<file path="config.mk">
export PLATFORM = sky130hd
export DESIGN_NAME = bit_serializer
export DESIGN_NICKNAME = d
export VERILOG_FILES = /design/src/rtl/bit_serializer.sv
export SDC_FILE = /design/constraint.sdc
export NUM_CORES = 1
export LEC_CHECK = 0
export CAP_MARGIN = 15
export CORE_UTILIZATION = 40
export CTS_BUF_LIST = sky130_fd_sc_hd__clkbuf_8
export CTS_CLUSTER_SIZE = 25
export DETAILED_ROUTE_END_ITERATION = 8
export PLACE_DENSITY_LB_ADDON = 0.3
export RECOVER_POWER = 50
export SKIP_LAST_GASP = 1
export SLEW_MARGIN = 20
export SYNTH_ARGS = -nofsm -noshare
export SYNTH_HDL_FRONTEND = slang
export SYNTH_SLANG_ARGS = --single-unit
</file>
<file path="constraint.sdc">
create_clock -name clk -period 1.6 [get_ports clk]
set_input_delay 0.16 -clock clk [delete_from_list [all_inputs] [get_ports clk]]
set_output_delay 0.16 -clock clk [all_outputs]
set_load 0.02 [all_outputs]
</file>
<file path="src/rtl/bit_serializer.sv">
// Parallel-in, serial-out bit source: takes a WIDTH-bit word on a ready/load
// handshake and streams it one bit per clock on x_out, MSB or LSB first.
module bit_serializer #(
    parameter int   WIDTH     = 8,
    parameter int   MSB_FIRST = 1,
    parameter logic IDLE_BIT  = 1'b0
) (
    input  logic             clk,
    input  logic             reset,
    input  logic [WIDTH-1:0] data_in,
    input  logic             load,
    output logic             ready,
    output logic             x_out,
    output logic             x_valid,
    output logic             busy,
    output logic             done
);

    localparam int CW = $clog2(WIDTH);

    localparam logic [0:0] IDLE  = 1'b0;
    localparam logic [0:0] SHIFT = 1'b1;

    logic [0:0]       state;
    logic [WIDTH-1:0] shreg;
    logic [CW-1:0]    cnt;
    logic             accept;

    // ready is itself registered, so it alone gates acceptance
    assign accept = load && ready;

    // x_out holds the bit currently on the wire; shreg holds the bits still to come
    always_ff @(posedge clk) begin
        if (reset) begin
            state   <= IDLE;
            shreg   <= '0;
            cnt     <= '0;
            x_out   <= IDLE_BIT;
            x_valid <= 1'b0;
            busy    <= 1'b0;
            done    <= 1'b0;
            ready   <= 1'b1;
        end else if (accept) begin
            state   <= SHIFT;
            cnt     <= CW'(WIDTH - 1);
            x_valid <= 1'b1;
            busy    <= 1'b1;
            done    <= 1'b0;
            ready   <= 1'b0;
            if (MSB_FIRST != 0) begin
                x_out <= data_in[WIDTH-1];
                shreg <= data_in << 1;
            end else begin
                x_out <= data_in[0];
                shreg <= data_in >> 1;
            end
        end else if (state == SHIFT && cnt != '0) begin
            cnt   <= cnt - CW'(1);
            done  <= (cnt == CW'(1));
            ready <= (cnt == CW'(1));
            if (MSB_FIRST != 0) begin
                x_out <= shreg[WIDTH-1];
                shreg <= shreg << 1;
            end else begin
                x_out <= shreg[0];
                shreg <= shreg >> 1;
            end
        end else if (state == SHIFT) begin
            // last bit has been shown and no follow-on word arrived
            state   <= IDLE;
            shreg   <= '0;
            x_out   <= IDLE_BIT;
            x_valid <= 1'b0;
            busy    <= 1'b0;
            done    <= 1'b0;
            ready   <= 1'b1;
        end
    end

endmodule

</file>
### Word-level counts from Yosys, hierarchy flattened

Index checks and enable logic that the tools add are counted.

| storage, ports and cells | value |
|---|---|
| register bits after elaboration | 15 |
| input bits | 11 |
| output and inout port bits | 5 |
| word-level logic and storage cells | 35 |

| operators by class | value |
|---|---|
| $add $sub $neg | 1 |
| equality and inequality tests | 2 |
| multiplexer cells | 16 |
| reduce and logical (&&, ||, !) cells | 9 |

Operators by type and width:

| operator | count |
|---|---|
| two-way mux 8 bit | 3 |
| two-way mux 1 bit | 11 |
| two-way mux 3 bit | 2 |
| nonzero test 2 bit | 3 |
| nonzero test 3 bit | 2 |
| == test 3 x 1 -> 1 bit, second input constant | 1 |
| subtractor 3 x 1 -> 3 bit, second input constant | 1 |
| logical AND 1 bit | 2 |
| != test 2 bit, second input constant | 1 |
| AND reduction 2 bit | 1 |
| OR reduction 2 bit | 1 |

### Logic depth before layout (Yosys ltp)

Gate-level depths: netlist of run 1.

| logic depth | value |
|---|---|
| depth in word-level cells | 4 |
| mapped depth | 7 |
| depth with buffers taken out | 6 |

### Worst setup path before layout of run 1

No wires, ideal clock.

| timing path | value |
|---|---|
| kind | reg2reg |
| from | reg cnt[0] |
| to | reg cnt[1] |
| library setup time | 0.067 ns |
| arrival time | 1.461 ns |
| required time | 1.533 ns |
| slack | 0.071 ns |
| cell stages (with the launch flop) | 8 |
| path buffers | 1 |
| clock period less this slack | 1.529 ns |
| path through | dfxtp_1 -> inv_1 -> ha_1 -> ha_1 -> nor2b_4 -> buf_6 -> mux2_4 -> a21oi_2 |

| between the ends | value |
|---|---|
| word-level cells in the longest chain between the ends | 3 |
| elaborated cells on any way between the ends | 6 |
| classes of those cells | add/sub: 1; mux: 2; reduce/logical: 3 |

RTL lines:

| what | line | text |
|---|---|---|
| start, declared | 26 | `logic [CW-1:0] cnt;` |
| start signal, assigned | 45 | `cnt <= CW'(WIDTH - 1);` |
| start signal, assigned | 58 | `cnt <= cnt - CW'(1);` |
| subtractor 3 x 1 -> 3 bit or nonzero test 3 bit (tied branches) | 58, 57 |  |
| two-way mux 3 bit or logical AND 1 bit (tied branches) | 57 | `end else if (state == SHIFT && cnt != '0) begin` |
| two-way mux 3 bit or nonzero test 2 bit (tied branches) | n/a |  |

Parallel ways exist; a longest one is shown, timed or not. The select of a mux whose other input is x is not followed.
A chain may end at the register's enable or synchronous reset.

### Final worst setup path of run 1

| timing path | value |
|---|---|
| from | reg cnt[0] |
| to | reg cnt[2] |

The elaborated chain is that of the path after synthesis.

==> metrics list, run 1 <==
* Maximum number of buffers from clock root to sink: 2
* Horizontal die dimension: 42.5 um
- Average via count per standard cell: 5.23
* Setup repair after global routing missed its margin: no
* Largest area contributor in the netlist: sky130_fd_sc_hd__dfxtp_1
* Clock Sink Count: 15
- Pin count of the biggest net entering global routing: 16
- At the end of routability-driven placement, the weighted congestion stood at 0.781.
* Layout area overhead: 30.9%
* Peak supply drop: 651 uV
* Detailed Place HPWL: 840 um
- GRT Residual Overflow: 0
- Via count: 533
- Worst flop-to-flop path endpoint: cnt[2]$_SDFFE_PP0P_
* Areal power density over the cells: 1120 nW/um^2
- For this block, the routed nets add up to 1230 um of wire.
- The net count of the finished layout is 101.
* Y dimension of the die: 42.5 um
- Synthesis instantiated 25 different standard cells from the library.
- Yosys attributes the largest share of cell area to sky130_fd_sc_hd__dfxtp_1 46%, sky130_fd_sc_hd__a221oi_1 9.4%, sky130_fd_sc_hd__nor3_1 6.1%.
* Post-Place Cells: 98
* Post-Synthesis Cells: 70
* Result of the run: finished, final reports clean
- 0 antenna diodes ended up in the layout.
* Clock insertion delay at the later pin of the skew report: 240 ps
- Counting flops with an async set or reset pin after synthesis yields a share of 0.
- The filler cells instantiated in the layout total 141.
* Final cell count without fillers: 102
- The initial utilization of the core area, before any placement, comes to 0.430.
* Number of synthesized flops with an enable pin: 0
- Post-CTS Hold Buffers: 0
- Die footprint: 1800 sq um
- Dominant register cell in the synthesized netlist: sky130_fd_sc_hd__dfxtp_1
- Global-route wire length before repair: 2020 um
* Syn Nets: 84
- Cell with the most instances after synthesis: sky130_fd_sc_hd__dfxtp_1
- After clock tree synthesis, the clock-pin slew on the worst setup and hold paths is 60 ps.
- Area of the placeable core: 1520 sq um
- The cell sitting at the root of the clock tree is a sky130_fd_sc_hd__clkbuf_8.
- Remaining routing DRC violations: 0
* Largest fanout of any net on the critical path: 4
- In this run the post-CTS setup repair buffer count came out at 0.
* Kind of end point of the critical path: flip-flop
- Max-cap violations: 0
- After the first detailed-routing iteration, the DRC count stood at 12.
- The worst register-to-register path begins at cnt[0]$_SDFFE_PP0P_.
* Post-place instance area: 810 sq um
* Cell area after technology mapping: 656 sq um
* Part of the cycle the worst path needs: 0.932
* Final min period: 1490 ps
* Number of antenna violations at the first check in global routing: 0
- Number of primary I/O pins: 16
* Slew at the pin closest to its max-slew limit: 580 ps
* Number of max-slew violations in the final report: 0
- In this run the worst setup path begins at cnt[0]$_SDFFE_PP0P_.
* Cells on Worst Hold Path: 3
- Hold timing on the final database bottoms out at a slack of 461 ps.
* Sum of negative setup slack: 0 ps
* Synth top area share: 0.458
* Capturing element of the worst setup path: cnt[2]$_SDFFE_PP0P_
- Setup slack on the worst flop-to-flop path: 110 ps
- In this run the static leakage power is 0.341 nW.
- CTS built an H-tree with a depth of 1.
- The number of gates resized after CTS was 0.
* Number of failing setup endpoints in the final timing report: 0
- Once layout is done, the placed cells without fillers occupy 858 sq um.
- Mean cell area of the mapped netlist: 9.37 sq um
- Of the cells placed in the final design, the portion with a size suffix greater than 1 is 0.128.
* PortBufs: 15
* Core Rows: 14
- Count of state elements after synthesis: 15
- Via count of the first global-routing pass: 456
- Headroom to the max-slew limit came out at 0.612.
- Final worst clock skew: 4.19 ps
- DR WL/cell: 12.1 um
- Yosys warning count: 0
* Top cell types by occurrence after synthesis: 15 x sky130_fd_sc_hd__dfxtp_1, 8 x sky130_fd_sc_hd__nor2_1, 8 x sky130_fd_sc_hd__nor3_1
- STA puts the critical path data required time at 1760 ps.
- Class of the most critical hold timing path: primary input to flip-flop
- Highest clock rate: 0.670 GHz
- Of the synthesized area, sequential elements account for 0.458.
- Worst-case reg-to-reg path depth: 6
* Classification of the worst setup path: flip-flop to flip-flop
- Number of detailed-routing iterations run before antenna repair: 4
- Worst Setup Start Kind: flip-flop
- CTS buffer count: 3
- Post-route antenna net violation count: 0
* Multi-input gate area in the final layout: 312 sq um
- STA puts the critical path data arrival time at 1650 ps.
- TritonCTS clock tree: built
- Total global-route track usage: 0.150
- Final hold violation count: 0
- At the end of the flow the core is filled with cells to 0.563.
- In the final layout, flip-flops and latches occupy 302 sq um.
==> through the flow <==
step                power (mW)  worst slack, ps
finish                   0.960              108
global route              1.02             19.3
detailed placement       0.674             35.8
CTS                      0.968             22.1
global placement         0.670             99.5
floorplan                0.601             71.3
==> critical path, stage by stage (launching register included) <==
cell                      delay, ps
sky130_fd_sc_hd__dfxtp_2        340
sky130_fd_sc_hd__inv_1           40
sky130_fd_sc_hd__ha_1           190
sky130_fd_sc_hd__ha_2           200
sky130_fd_sc_hd__nor2b_4        150
sky130_fd_sc_hd__mux2_2         340
sky130_fd_sc_hd__a21oi_1        140
==> cell type report <==
cell class | count | share of cell area
clock buffer | 3 | 0.0481
clock inverter | 1 | 0.00437
inverter | 4 | 0.0175
multi-input combinational | 46 | 0.363
sequential | 15 | 0.351
tap | 16 | 0.0233
timing repair buffer | 17 | 0.192
==> layer usage <==
layer	vias to the layer above	routed length, um	track usage
met1	240	627	0.203
met5	-	0	0
met2	14	540	0.218
met3	0	63	0.0388
li1	279	-	-
met4	0	0	0.0750
==> how the worst min path moves through the flow <==
| stage | start | endpoint | slack, ps |
|---|---|---|---|
| 2_1_floorplan | reset | shreg[2]$_SDFFE_PP0P_ | 240 |
| 3_3_place_gp | shreg[1]$_SDFFE_PP0P_ | shreg[1]$_SDFFE_PP0P_ | 460 |
| 3_5_place_dp | shreg[1]$_SDFFE_PP0P_ | shreg[1]$_SDFFE_PP0P_ | 460 |
| 4_1_cts | data_in[0] | shreg[1]$_SDFFE_PP0P_ | 460 |
| 5_1_grt | data_in[0] | shreg[1]$_SDFFE_PP0P_ | 490 |
| 6_report | data_in[0] | shreg[1]$_SDFFE_PP0P_ | 460 |
==> cells by family after synthesis <==
| logic type | Yosys count | synth area share |
|---|---|---|
| buf+inv | 9 | 0.0706 |
| fa+ha+maj | 3 | 0.0573 |
| mux | 2 | 0.0401 |
| simple gates | 24 | 0.183 |
| xor+xnor | 1 | 0.0134 |
| compound gates | 16 | 0.177 |
| flops | 15 | 0.458 |
==> power by group <==
part | leakage, nW | internal [mW] | switching (mW)
clock | 0.0269 | 0.169 | 0.126
combinational | 0.189 | 0.116 | 0.110
sequential | 0.125 | 0.415 | 0.0241
==> registers in the layout (all words and copies together), names as in the netlist <==
register	flops
shreg	7
cnt	3
busy	1
done	1
ready	1
state	1
x_out	1
==> cells in the final DEF (no fill, tap or decap), drive strengths merged, types with 2 or more instances in the layout <==
master / Yosys / routed
nor2: 8 / 8
a21oi: 6 / 6
inv: 3 / 4
nand2: 3 / 3
ha: 3 / 3
nor2b: 2 / 2
dlygate4sd3: 0 / 5
mux2: 2 / 2
buf: 3 / 2
clkbuf: 2 / 3
clkdlybuf4s50: 0 / 10
a221oi: 7 / 7
dfxtp: 15 / 15
nor3: 8 / 8
Power figures use the tool's default switching activity.
==> inputs of run 2 (changes only) <==
CELL_PAD_IN_SITES_DETAIL_PLACEMENT = 0   (was unset)
CELL_PAD_IN_SITES_GLOBAL_PLACEMENT = 1   (was unset)
CORE_UTILIZATION = 33   (was 40)
SLEW_MARGIN = 30   (was 20)
TNS_END_PERCENT = 50   (was unset)
==> run 2 against run 1 <==
Worst hold slack better by 4.9 ps. Clock power hardly changed. Design area is 3.4% higher. Clock-buffer cell count unchanged. Clock skew down 3.2 ps. Die area is 20% higher. Largest power group unchanged. Combinational power up 8%. Sequential share of layout area fell by 1.3 points. Critical path depth stayed put. Register-to-register slack barely moved. Non-clock buffer count grew 2. Maximum frequency is 0.92% lower.
==> metrics list, run 2 (synthesis gave the netlist of run 1 again) <==
* Layout area overhead: 35.3%
- Post-route antenna net violation count: 0 (unchanged)
* Setup repair after global routing missed its margin: no
* Part of the cycle the worst path needs: 0.941 (+0.00865)
- The final global-route overflow total came to 0 (unchanged).
- The height of the die is 46.6 um (+9.6%).
* Via count of the first global-routing pass: 508 (+11%)
- The initial antenna violation count was 0 (unchanged).
- CTS root buf: sky130_fd_sc_hd__clkbuf_8
- Most common cell after layout, fill and taps aside: sky130_fd_sc_hd__dfxtp_1
- The violation count after the first detailed-routing iteration was 13 (+1).
* Post-place instance area: 836 sq um (+3.2%)
* Final hold violation count: 0 (unchanged)
* Total global-route track usage: 0.154 (+0.00380)
* Final weighted congestion of routability-driven global placement: 0.759 (-2.8%)
- DR WL/cell: 11.8 um (-1.9%)
* Global-route wire length before repair: 2210 um (+9.5%)
- The setup slack of the worst register-to-register path was 90 ps (about the same).
- The number of buffers inserted by post-CTS setup repair is 0 (unchanged).
- The required time of the worst setup path came to 1770 ps (about the same).
* Slew at the pin closest to its max-slew limit: 590 ps (+10.8 ps)
* Horizontal die dimension: 46.6 um (+9.6%)
- Final min period: 1510 ps (+13.8 ps)
- Class of the most critical hold timing path: primary input to flip-flop
- The total count of max-transition violations in the final report was 0 (unchanged).
- The number of placement rows came to 15 (+1).
* Number of primary I/O pins: 16 (unchanged)
- The run finished with clean final reports.
- The path depth of the worst reg2reg path was 6 (unchanged).
- Top Registers: shreg: 7 flops, cnt: 3 flops
- The library cells used most frequently in the layout, excluding fill and tap cells, are 15 x sky130_fd_sc_hd__dfxtp_1, 10 x sky130_fd_sc_hd__clkdlybuf4s50_1, 8 x sky130_fd_sc_hd__nor3_1, 8 x sky130_fd_sc_hd__nor2_1, 7 x sky130_fd_sc_hd__a221oi_1.
- Flip-flop count of the largest register after layout: 7 (unchanged)
- Area of the placeable core: 1800 sq um (+18%)
* Fraction of final layout cells with drive strength greater than 1: 0.136 (+0.00846)
- TritonCTS built the clock tree.
- The final routed wirelength across all metal layers was 1340 um (+8.7%).
- Beginning of the worst register-to-register path: cnt[0]$_SDFFE_PP0P_
- Endpoint arrival time on the critical path: 1680 ps (+30 ps)
- The clock buffer count from CTS is 3 (unchanged).
- Kind of end point of the critical path: flip-flop
- The number of hold-repair buffers added at the cts stage is 0 (unchanged).
- Clock transition at the register clock pins on the worst setup and hold paths after CTS: 60 ps (about the same)
- Peak supply drop: 426 uV (-34%)
- The number of detailed-route iterations in the first pass was 4 (unchanged).
* Net count of the finished layout: 103 (+2.0%)
- The die footprint came to 2170 sq um (+20%).
- Filler cell count in the final layout: 180 (+28%)
* Hold Crit Endpoint: shreg[1]$_SDFFE_PP0P_
- STA classifies the critical path startpoint as a flip-flop.
- Worst flop-to-flop path endpoint: cnt[2]$_SDFFE_PP0P_
- Final std cell area, no fill: 887 sq um (+3.4%)
- The number of clock sinks came to 15 (unchanged).
- Static leakage: 0.355 nW (+4.1%)
* Number of failing setup endpoints in the final timing report: 0 (unchanged)
- shreg holds more flip-flops than any other register.
* Maximum number of buffers from clock root to sink: 2 (unchanged)
- The critical path is of the flip-flop to flip-flop type.
- Areal power density over the cells: 1100 nW/um^2 (-1.6%)
* Largest fanout of any net on the critical path: 6 (+2)
- The worst hold path begins at data_in[0].
- The worst slew margin relative to its limit is 0.605 (-0.00720).
* Final hold slack: 466 ps (+4.86 ps)
- Average via count per standard cell: 4.96 (-5.2%)
* Max-cap violations: 0 (unchanged)
- Detailed Place HPWL: 900 um (+7.1%)
- The final clock skew came to 0.962 ps (-3.23 ps).
- Highest clock rate: 0.664 GHz (-0.92%)
- The hold-critical path depth was 3 (unchanged).
- The vias after detailed routing is 560 (+5.1%).
* PortBufs: 15 (unchanged)
- The area of the multi-input gates came to 315 sq um (+1.2%).
* Sum of negative setup slack: 0 ps (unchanged)
* Initial core utilization: 0.364 (-0.0663)
- The number of diodes added for antenna fixing was 0 (unchanged).
* Clock insertion delay at the later pin of the skew report: 250 ps (about the same)
- The combined flip-flop and latch cell area came to 300 sq um (-0.41%).
- The H-tree depth is 1 (unchanged).
- The number of remaining DRC errors is 0 (unchanged).
- The pin count of the biggest net entering global routing was 16 (unchanged).
## run 2: report_power, final
group / internal (mW) / switching, mW / total (mW) / leakage [nW]
Combinational: 0.127 / 0.116 / 0.243 / 0.203
Sequential: 0.414 / 0.0222 / 0.436 / 0.124
Clock: 0.170 / 0.128 / 0.298 / 0.0269
## run 2: timing repair
action / in CTS / in global routing
endpoints found under the setup margin: 0 / 6
hold endpoints to repair: 0 / 0
gates resized for setup: 0 / 2
## run 2: routing by layer
layer  up-vias  wire length [um]  track usage
met5         -                 0            0
met4         0                33        0.141
met3         4                73       0.0471
met2        17               592        0.214
met1       254               638        0.184
li1        285                 -            -
## run 2: worst max-delay path, stage by stage (launching register included)
cell	delay (ps)
sky130_fd_sc_hd__dfxtp_1	330
sky130_fd_sc_hd__inv_1	50
sky130_fd_sc_hd__ha_1	190
sky130_fd_sc_hd__ha_2	200
sky130_fd_sc_hd__nor2b_4	210
sky130_fd_sc_hd__mux2_4	320
sky130_fd_sc_hd__a21oi_1	130
## run 2: metrics by stage
stage,power (mW),util,setup slack (ps),std cells
after detailed placement,0.685,0.464,40.9,109
after floorplan,0.601,-,71.3,70
final,0.977,0.492,94.3,113
after CTS,0.985,0.489,27.5,113
after global routing,1.03,0.492,7.15,113
after global placement,0.681,0.464,102,109
## run 2: worst max-delay path by stage
stage                             start             endpoint  slack [ps]
global route        cnt[0]$_SDFFE_PP0P_  cnt[2]$_SDFFE_PP0P_           7
CTS                 cnt[0]$_SDFFE_PP0P_  cnt[2]$_SDFFE_PP0P_          30
floorplan           cnt[0]$_SDFFE_PP0P_  cnt[1]$_SDFFE_PP0P_          70
detailed placement  cnt[0]$_SDFFE_PP0P_  cnt[2]$_SDFFE_PP0P_          40
finish              cnt[0]$_SDFFE_PP0P_  cnt[2]$_SDFFE_PP0P_          90
global placement    cnt[0]$_SDFFE_PP0P_  cnt[2]$_SDFFE_PP0P_         100
## run 2: area by class of cell
type	count	share of cell area
Sequential cell	15	0.339
Timing Repair Buffer	19	0.203
Multi-Input combinational cell	46	0.355
Clock inverter	1	0.00423
Clock buffer	3	0.0465
Tap cell	25	0.0353
Inverter	4	0.0169
